File: config.mk
export PLATFORM = sky130hd
export DESIGN_NAME = ex_mem_arbiter
export DESIGN_NICKNAME = d
export VERILOG_FILES = /design/src/rtl/ex_mem_arbiter.sv
export SDC_FILE = /design/constraint.sdc
export NUM_CORES = 1
export LEC_CHECK = 0
export CAP_MARGIN = 20
export CORE_UTILIZATION = 44
export CTS_CLUSTER_DIAMETER = 80
export CTS_CLUSTER_SIZE = 25
export DETAILED_ROUTE_END_ITERATION = 16
export PLACE_DENSITY = 0.81
export SYNTH_ARGS = -nofsm -noshare
export SYNTH_HDL_FRONTEND = slang
export SYNTH_SLANG_ARGS = --single-unit
File: constraint.sdc
create_clock -name clk -period 8 [get_ports clk]
set_clock_uncertainty 0.2 [all_clocks]
set_input_delay 1.6 -clock clk [delete_from_list [all_inputs] [get_ports clk]]
set_output_delay 1.6 -clock clk [all_outputs]
set_load 0.01 [all_outputs]
File: src/rtl/ex_mem_arbiter.sv
// ex_mem_arbiter: shares the E/M pipeline register between the stallable ALU
// path and the non-stallable multiplier pipeline. The older candidate by ROB
// age wins each cycle. Multiplier results that lose are parked in a small skid
// FIFO, because the multiplier cannot hold a finished result.
module ex_mem_arbiter #(
    parameter int WORD_SIZE       = 32,
    parameter int INSTR_TYPE_SZ   = 4,
    parameter int ROB_ENTRY_WIDTH = 4,
    parameter int MUL_BUF_DEPTH   = 2
) (
    input  logic                       clk,
    input  logic                       reset,
    input  logic [ROB_ENTRY_WIDTH-1:0] rob_head,
    input  logic                       mem_stall,
    // ALU candidate
    input  logic                       alu_valid,
    input  logic [INSTR_TYPE_SZ-1:0]   alu_instruction_type,
    input  logic [WORD_SIZE-1:0]       alu_pc,
    input  logic [WORD_SIZE-1:0]       alu_result,
    input  logic [WORD_SIZE-1:0]       alu_s2,
    input  logic [2:0]                 alu_funct3,
    input  logic [ROB_ENTRY_WIDTH-1:0] alu_rob_id,
    output logic                       alu_stall,
    // Multiplier candidate
    input  logic                       mul_valid,
    input  logic [INSTR_TYPE_SZ-1:0]   mul_instruction_type,
    input  logic [WORD_SIZE-1:0]       mul_pc,
    input  logic [WORD_SIZE-1:0]       mul_result,
    input  logic [ROB_ENTRY_WIDTH-1:0] mul_rob_id,
    output logic                       mul_issue_stall,
    output logic                       overflow_err,
    // E/M register inputs
    output logic [INSTR_TYPE_SZ-1:0]   em_instruction_type,
    output logic [WORD_SIZE-1:0]       em_pc,
    output logic [2:0]                 em_funct3,
    output logic [WORD_SIZE-1:0]       em_aluResult,
    output logic [WORD_SIZE-1:0]       em_s2,
    output logic [ROB_ENTRY_WIDTH-1:0] em_rob_id,
    output logic                       em_valid,
    output logic                       em_stall
);

    localparam int PTR_W = (MUL_BUF_DEPTH > 1) ? $clog2(MUL_BUF_DEPTH) : 1;
    localparam int CNT_W = $clog2(MUL_BUF_DEPTH + 1);

    typedef struct packed {
        logic [INSTR_TYPE_SZ-1:0]   instr_type;
        logic [WORD_SIZE-1:0]       pc;
        logic [WORD_SIZE-1:0]       result;
        logic [ROB_ENTRY_WIDTH-1:0] rob_id;
    } mul_entry_t;

    mul_entry_t                 buf_q [MUL_BUF_DEPTH];
    logic [PTR_W-1:0]           head_q, head_d;
    logic [PTR_W-1:0]           tail_q, tail_d;
    logic [CNT_W-1:0]           count_q, count_d;
    logic                       overflow_q, overflow_d;

    mul_entry_t                 mul_in;
    mul_entry_t                 mul_cand;
    logic                       fifo_nonempty;
    logic                       fifo_full;
    logic                       mul_cand_valid;
    logic [ROB_ENTRY_WIDTH-1:0] alu_age;
    logic [ROB_ENTRY_WIDTH-1:0] mul_age;
    logic                       grant_alu;
    logic                       grant_mul;
    logic                       push;
    logic                       pop;
    logic                       do_write;

    assign mul_in = '{instr_type: mul_instruction_type, pc: mul_pc,
                      result: mul_result, rob_id: mul_rob_id};

    assign fifo_nonempty  = (count_q != '0);
    assign fifo_full      = (count_q == CNT_W'(MUL_BUF_DEPTH));
    assign mul_cand_valid = fifo_nonempty | mul_valid;
    // A buffered entry always goes ahead of a new arrival, keeping MUL order.
    assign mul_cand       = fifo_nonempty ? buf_q[head_q] : mul_in;

    // Ages wrap modulo 2^ROB_ENTRY_WIDTH; subtraction in the id width does that.
    assign alu_age = alu_rob_id - rob_head;
    assign mul_age = mul_cand.rob_id - rob_head;

    // Pick the older candidate when M can accept; equal ages favour the multiplier.
    always_comb begin
        // NOTE: defaults first so every path assigns every output and no latch is inferred.
        grant_alu = 1'b0;
        grant_mul = 1'b0;
        if (!reset && !mem_stall) begin
            if (alu_valid && mul_cand_valid) begin
                if (mul_age <= alu_age) grant_mul = 1'b1;
                else                    grant_alu = 1'b1;
            end else if (alu_valid) begin
                grant_alu = 1'b1;
            end else if (mul_cand_valid) begin
                grant_mul = 1'b1;
            end
        end
    end

    // Skid FIFO control: pop a granted buffered entry, push any arrival not bypassed.
    always_comb begin
        pop        = grant_mul & fifo_nonempty;
        push       = mul_valid & ~(grant_mul & ~fifo_nonempty);
        do_write   = push & (~fifo_full | pop);
        head_d     = head_q;
        tail_d     = tail_q;
        count_d    = count_q;
        overflow_d = overflow_q;
        if (pop) head_d = head_q + PTR_W'(1);
        if (do_write) tail_d = tail_q + PTR_W'(1);
        if (do_write && !pop) count_d = count_q + CNT_W'(1);
        else if (pop && !do_write) count_d = count_q - CNT_W'(1);
        if (push && !do_write) overflow_d = 1'b1;
    end

    // Pointer, occupancy and sticky error registers; reset doubles as flush.
    always_ff @(posedge clk) begin
        // NOTE: sequential state uses non-blocking assignments so all flops update together.
        if (reset) begin
            head_q     <= '0;
            tail_q     <= '0;
            count_q    <= '0;
            overflow_q <= 1'b0;
        end else begin
            head_q     <= head_d;
            tail_q     <= tail_d;
            count_q    <= count_d;
            overflow_q <= overflow_d;
        end
    end

    // FIFO storage write port.
    always_ff @(posedge clk) begin
        // NOTE: storage is not reset; count_q alone decides which entries are meaningful.
        if (do_write) buf_q[tail_q] <= mul_in;
    end

    // Drive the E/M register inputs from the granted candidate.
    always_comb begin
        em_instruction_type = alu_instruction_type;
        em_pc               = alu_pc;
        em_funct3           = alu_funct3;
        em_aluResult        = alu_result;
        em_s2               = alu_s2;
        em_rob_id           = alu_rob_id;
        if (grant_mul) begin
            em_instruction_type = mul_cand.instr_type;
            em_pc               = mul_cand.pc;
            em_funct3           = 3'b000;
            em_aluResult        = mul_cand.result;
            em_s2               = '0;
            em_rob_id           = mul_cand.rob_id;
        end
    end

    assign em_valid        = grant_alu | grant_mul;
    assign em_stall        = mem_stall;
    assign alu_stall       = ~reset & alu_valid & ~grant_alu;
    // One slot of headroom absorbs a multiplier result already in flight.
    assign mul_issue_stall = ~reset & (count_q >= CNT_W'(MUL_BUF_DEPTH - 1));
    assign overflow_err    = overflow_q;

endmodule

==> impl_metrics.env <==
export IMPL_final_period_utilization_pct=90.11
export IMPL_setup_worst_path_class="input pin to primary output"
export IMPL_asyncSetResetFlopFracSynth_pct=0
export IMPL_max_cap_viol_count=0
export IMPL_topRoutingLayerUsed="met4"
export IMPL_chipWidth_um=132.2
export IMPL_effective_utilization_at_floorplan_pct=45.01
export IMPL_avgRoutedWirePerCell_um=15.77
export IMPL_via_per_inst=4.981
export IMPL_max_vdd_ir_drop_mv=0.1786
export IMPL_via_count=5838
export IMPL_worst_slack_at_placement_ps=772.4
export IMPL_layout_cell_area_non_filler_um2=11260
export IMPL_cts_num_sinks=150
export IMPL_seq_area_frac_synth_pct=59.55
export IMPL_m1WireLength_mm=7.311
export IMPL_cts_tree="done"
export IMPL_final_nets=1143
export IMPL_grt_pass1_vias=5937
export IMPL_critical_path_endpoint_type="primary output"
export IMPL_place_hpwl_mm=12.94
export IMPL_cts_hold_repair_buffers=0
export IMPL_yosysTopAreaCell="sky130_fd_sc_hd__edfxtp_1"
export IMPL_post_dp_cell_area_um2=10630
export IMPL_critPathCapture="em_rob_id[2]"
export IMPL_grt_first_pass_wirelength_mm=29.51
export IMPL_antenna_found_initial=0
export IMPL_synth_flop_cell="sky130_fd_sc_hd__edfxtp_1"
export IMPL_grt_ovfl_total=0
export IMPL_post_route_util_pct=67.89
export IMPL_outcome="complete, no violations"
export IMPL_drive_above_1_share_pct=5.042
export IMPL_synthesis_area_per_instance_um2=11.31
export IMPL_min_delay_start="overflow_err$_SDFFE_PP0P_"
export IMPL_syn2layout_area_growth_pct=50.85
export IMPL_postCtsSetupRepairBufs=0
export IMPL_io_buffers=299
export IMPL_top_area_cells_in_the_synthesized_netlist="sky130_fd_sc_hd__edfxtp_1 58%, sky130_fd_sc_hd__mux2i_1 9.7%, sky130_fd_sc_hd__a21oi_1 5.0%, sky130_fd_sc_hd__o21ai_0 4.5%, sky130_fd_sc_hd__nor2_1 4.1%"
export IMPL_yosysWarnings=0
export IMPL_startpoint_class="input pin"
export IMPL_timing_critical_path_required_ps=6200
export IMPL_timing_critical_path_fanout_max=82
export IMPL_min_path_cells=2
export IMPL_worstPathArrival_ps=5410
export IMPL_post_synth_inst_count=660
export IMPL_crit_start="mul_rob_id[1]"
export IMPL_final_critical_path_setup_slack_ps=791.0
export IMPL_r2r_end="buf_q[0][6]$_DFFE_PP_"
export IMPL_met3WireLength_mm=1.000
export IMPL_maximum_clock_frequency_mhz=138.7
export IMPL_drtPass1Iterations=4
export IMPL_track_usage_pct=21.80
export IMPL_cts_root_buffer_cell="sky130_fd_sc_hd__clkbuf_16"
export IMPL_synth_nets=864
export IMPL_antenna_violating_nets_post_route=0
export IMPL_io_pins=300
export IMPL_layout_min_cycle_time_ps=7209
export IMPL_finalWirelength_mm=18.48
export IMPL_ys_ff_latch=150
export IMPL_netlist_area_leader_share_pct=57.94
export IMPL_die_height_um=132.2
export IMPL_timing_slew_headroom_pct=31.53
export IMPL_top_cell_types_by_occurrence_after_synthesis="144 x sky130_fd_sc_hd__edfxtp_1, 81 x sky130_fd_sc_hd__nor2_1, 74 x sky130_fd_sc_hd__a21oi_1, 74 x sky130_fd_sc_hd__nand2_1, 72 x sky130_fd_sc_hd__mux2i_1"
export IMPL_cts_clk_slew_worst_paths_ps=60
export IMPL_floorplan_core_area_um2=16580
export IMPL_setup_viol_count_final=0
export IMPL_timing_max_transition_violations_final=0
export IMPL_worst_slew_pin_slew_ps=1027
export IMPL_timing_final_hold_violations=0
export IMPL_clock_path_buffers=2
export IMPL_leading_cell_type_by_number_of_instances_after_synthesis="sky130_fd_sc_hd__edfxtp_1"
export IMPL_place_congestion=0.7982
export IMPL_drcViolationCount=0
export IMPL_clock_latency_ps=410
export IMPL_synth_cell_area_um2=7463
export IMPL_rsz0062_at_grt="no"
export IMPL_critical_r2r_launch="count_q[0]$_SDFFE_PP0P_"
export IMPL_ff2ff_path_depth=15
export IMPL_drt_initial_drc_count=243
export IMPL_leakage_power_uw=0.004054
export IMPL_power_density_cell_area_nw_per_um2=326.0
export IMPL_fin_tns_setup_ps=0
export IMPL_die_area_um2=17490
export IMPL_finalPower_uw=3670
export IMPL_cts_htree_levels=4
export IMPL_numCtsBuffers=17
export IMPL_num_antenna_cells=0
export IMPL_cts_resized_gates=0
export IMPL_number_of_flops_mapped_to_enable_cells_by_yosys=144
export IMPL_routed_wl_met2_mm=9.850
export IMPL_timing_hold_worst_class="register to register"
export IMPL_fp_row_count=47
export IMPL_register_to_register_setup_slack_ps=2450
export IMPL_grt_max_degree=96
export IMPL_synth_cell_types=34
power by group:
group | total [uW] | internal, uW | switching, uW
clock | 840 | 526 | 314
combinational | 1690 | 792 | 897
sequential | 1140 | 1050 | 92.7
cells in the final DEF (no fill, tap or decap), drive strengths merged, types with 2 or more instances in the layout:
cell / instances
xnor2: 5
clkdlybuf4s50: 299
mux2: 4
a21o: 2
and2: 35
dfxtp: 6
edfxtp: 144
clkinv: 3
o21ai: 72
clkbuf: 18
mux2i: 72
bufinv: 4
buf: 6
a21oi: 75
ha: 14
clkinvlp: 3
inv: 17
nor2: 81
xor2: 4
fa: 2
nand2: 74
registers in the layout, summed over array words and instances (netlist names), named ones only:
register	cells
head_q	1
buf_q	144
overflow_err	1
count_q	2
tail_q	1
routing by layer:
layer / up-vias / track usage (%)
li1: 2913 / -
met1: 2702 / 24.25
met2: 203 / 40.62
met3: 20 / 4.883
met4: 0 / 7.854
met5: - / 0
how the worst min path moves through the flow:
stage,to,slack (ps)
floorplan,count_q[0]$_SDFFE_PP0P_,280
global placement,overflow_err$_SDFFE_PP0P_,250
detailed placement,overflow_err$_SDFFE_PP0P_,270
CTS,overflow_err$_SDFFE_PP0P_,280
global route,overflow_err$_SDFFE_PP0P_,310
finish,overflow_err$_SDFFE_PP0P_,270
final cells by class:
class,instances,area (um^2)
fillers,1259,5325
flip-flops and latches,150,4448
multi-input cells,452,2770
clock inverters,14,198.9
well taps,220,275.3
clock buffers,18,429.2
inverters,13,48.80
repair buffers,305,3088
kinds of logic after synthesis:
group | after synthesis | synth area share [%]
and+or+nand+nor | 197 | 11.62
muxes | 76 | 10.41
xor gates and xnor gates | 9 | 1.056
buffers and inverters | 58 | 3.705
AOI/OAI and AO/OA | 154 | 10.78
DFF | 150 | 59.55
adders and majority gates | 16 | 2.884
worst max-delay path, stage by stage:
cell and delay [ps]:
sky130_fd_sc_hd__clkdlybuf4s50_1 500, sky130_fd_sc_hd__nand2_1 60, sky130_fd_sc_hd__o21ai_0 210, sky130_fd_sc_hd__ha_1 310, sky130_fd_sc_hd__a21o_1 150, sky130_fd_sc_hd__a21oi_1 180
sky130_fd_sc_hd__xnor2_1 160, sky130_fd_sc_hd__xnor2_1 140, sky130_fd_sc_hd__ha_1 280, sky130_fd_sc_hd__nand4_1 100, sky130_fd_sc_hd__nand2_1 90, sky130_fd_sc_hd__a21oi_4 170
sky130_fd_sc_hd__nand3b_4 310, sky130_fd_sc_hd__buf_12 290, sky130_fd_sc_hd__mux2_4 340, sky130_fd_sc_hd__clkdlybuf4s50_1 480
metrics by stage:
stage          std cells  hold slack (ps)
2_1_floorplan        660            275.8
3_3_place_gp        1140            248.1
3_5_place_dp        1140            265.7
4_1_cts             1172            279.5
5_1_grt             1172            311.5
6_report            1172            273.5
No activity file was read; power rests on OpenSTA's default activity.
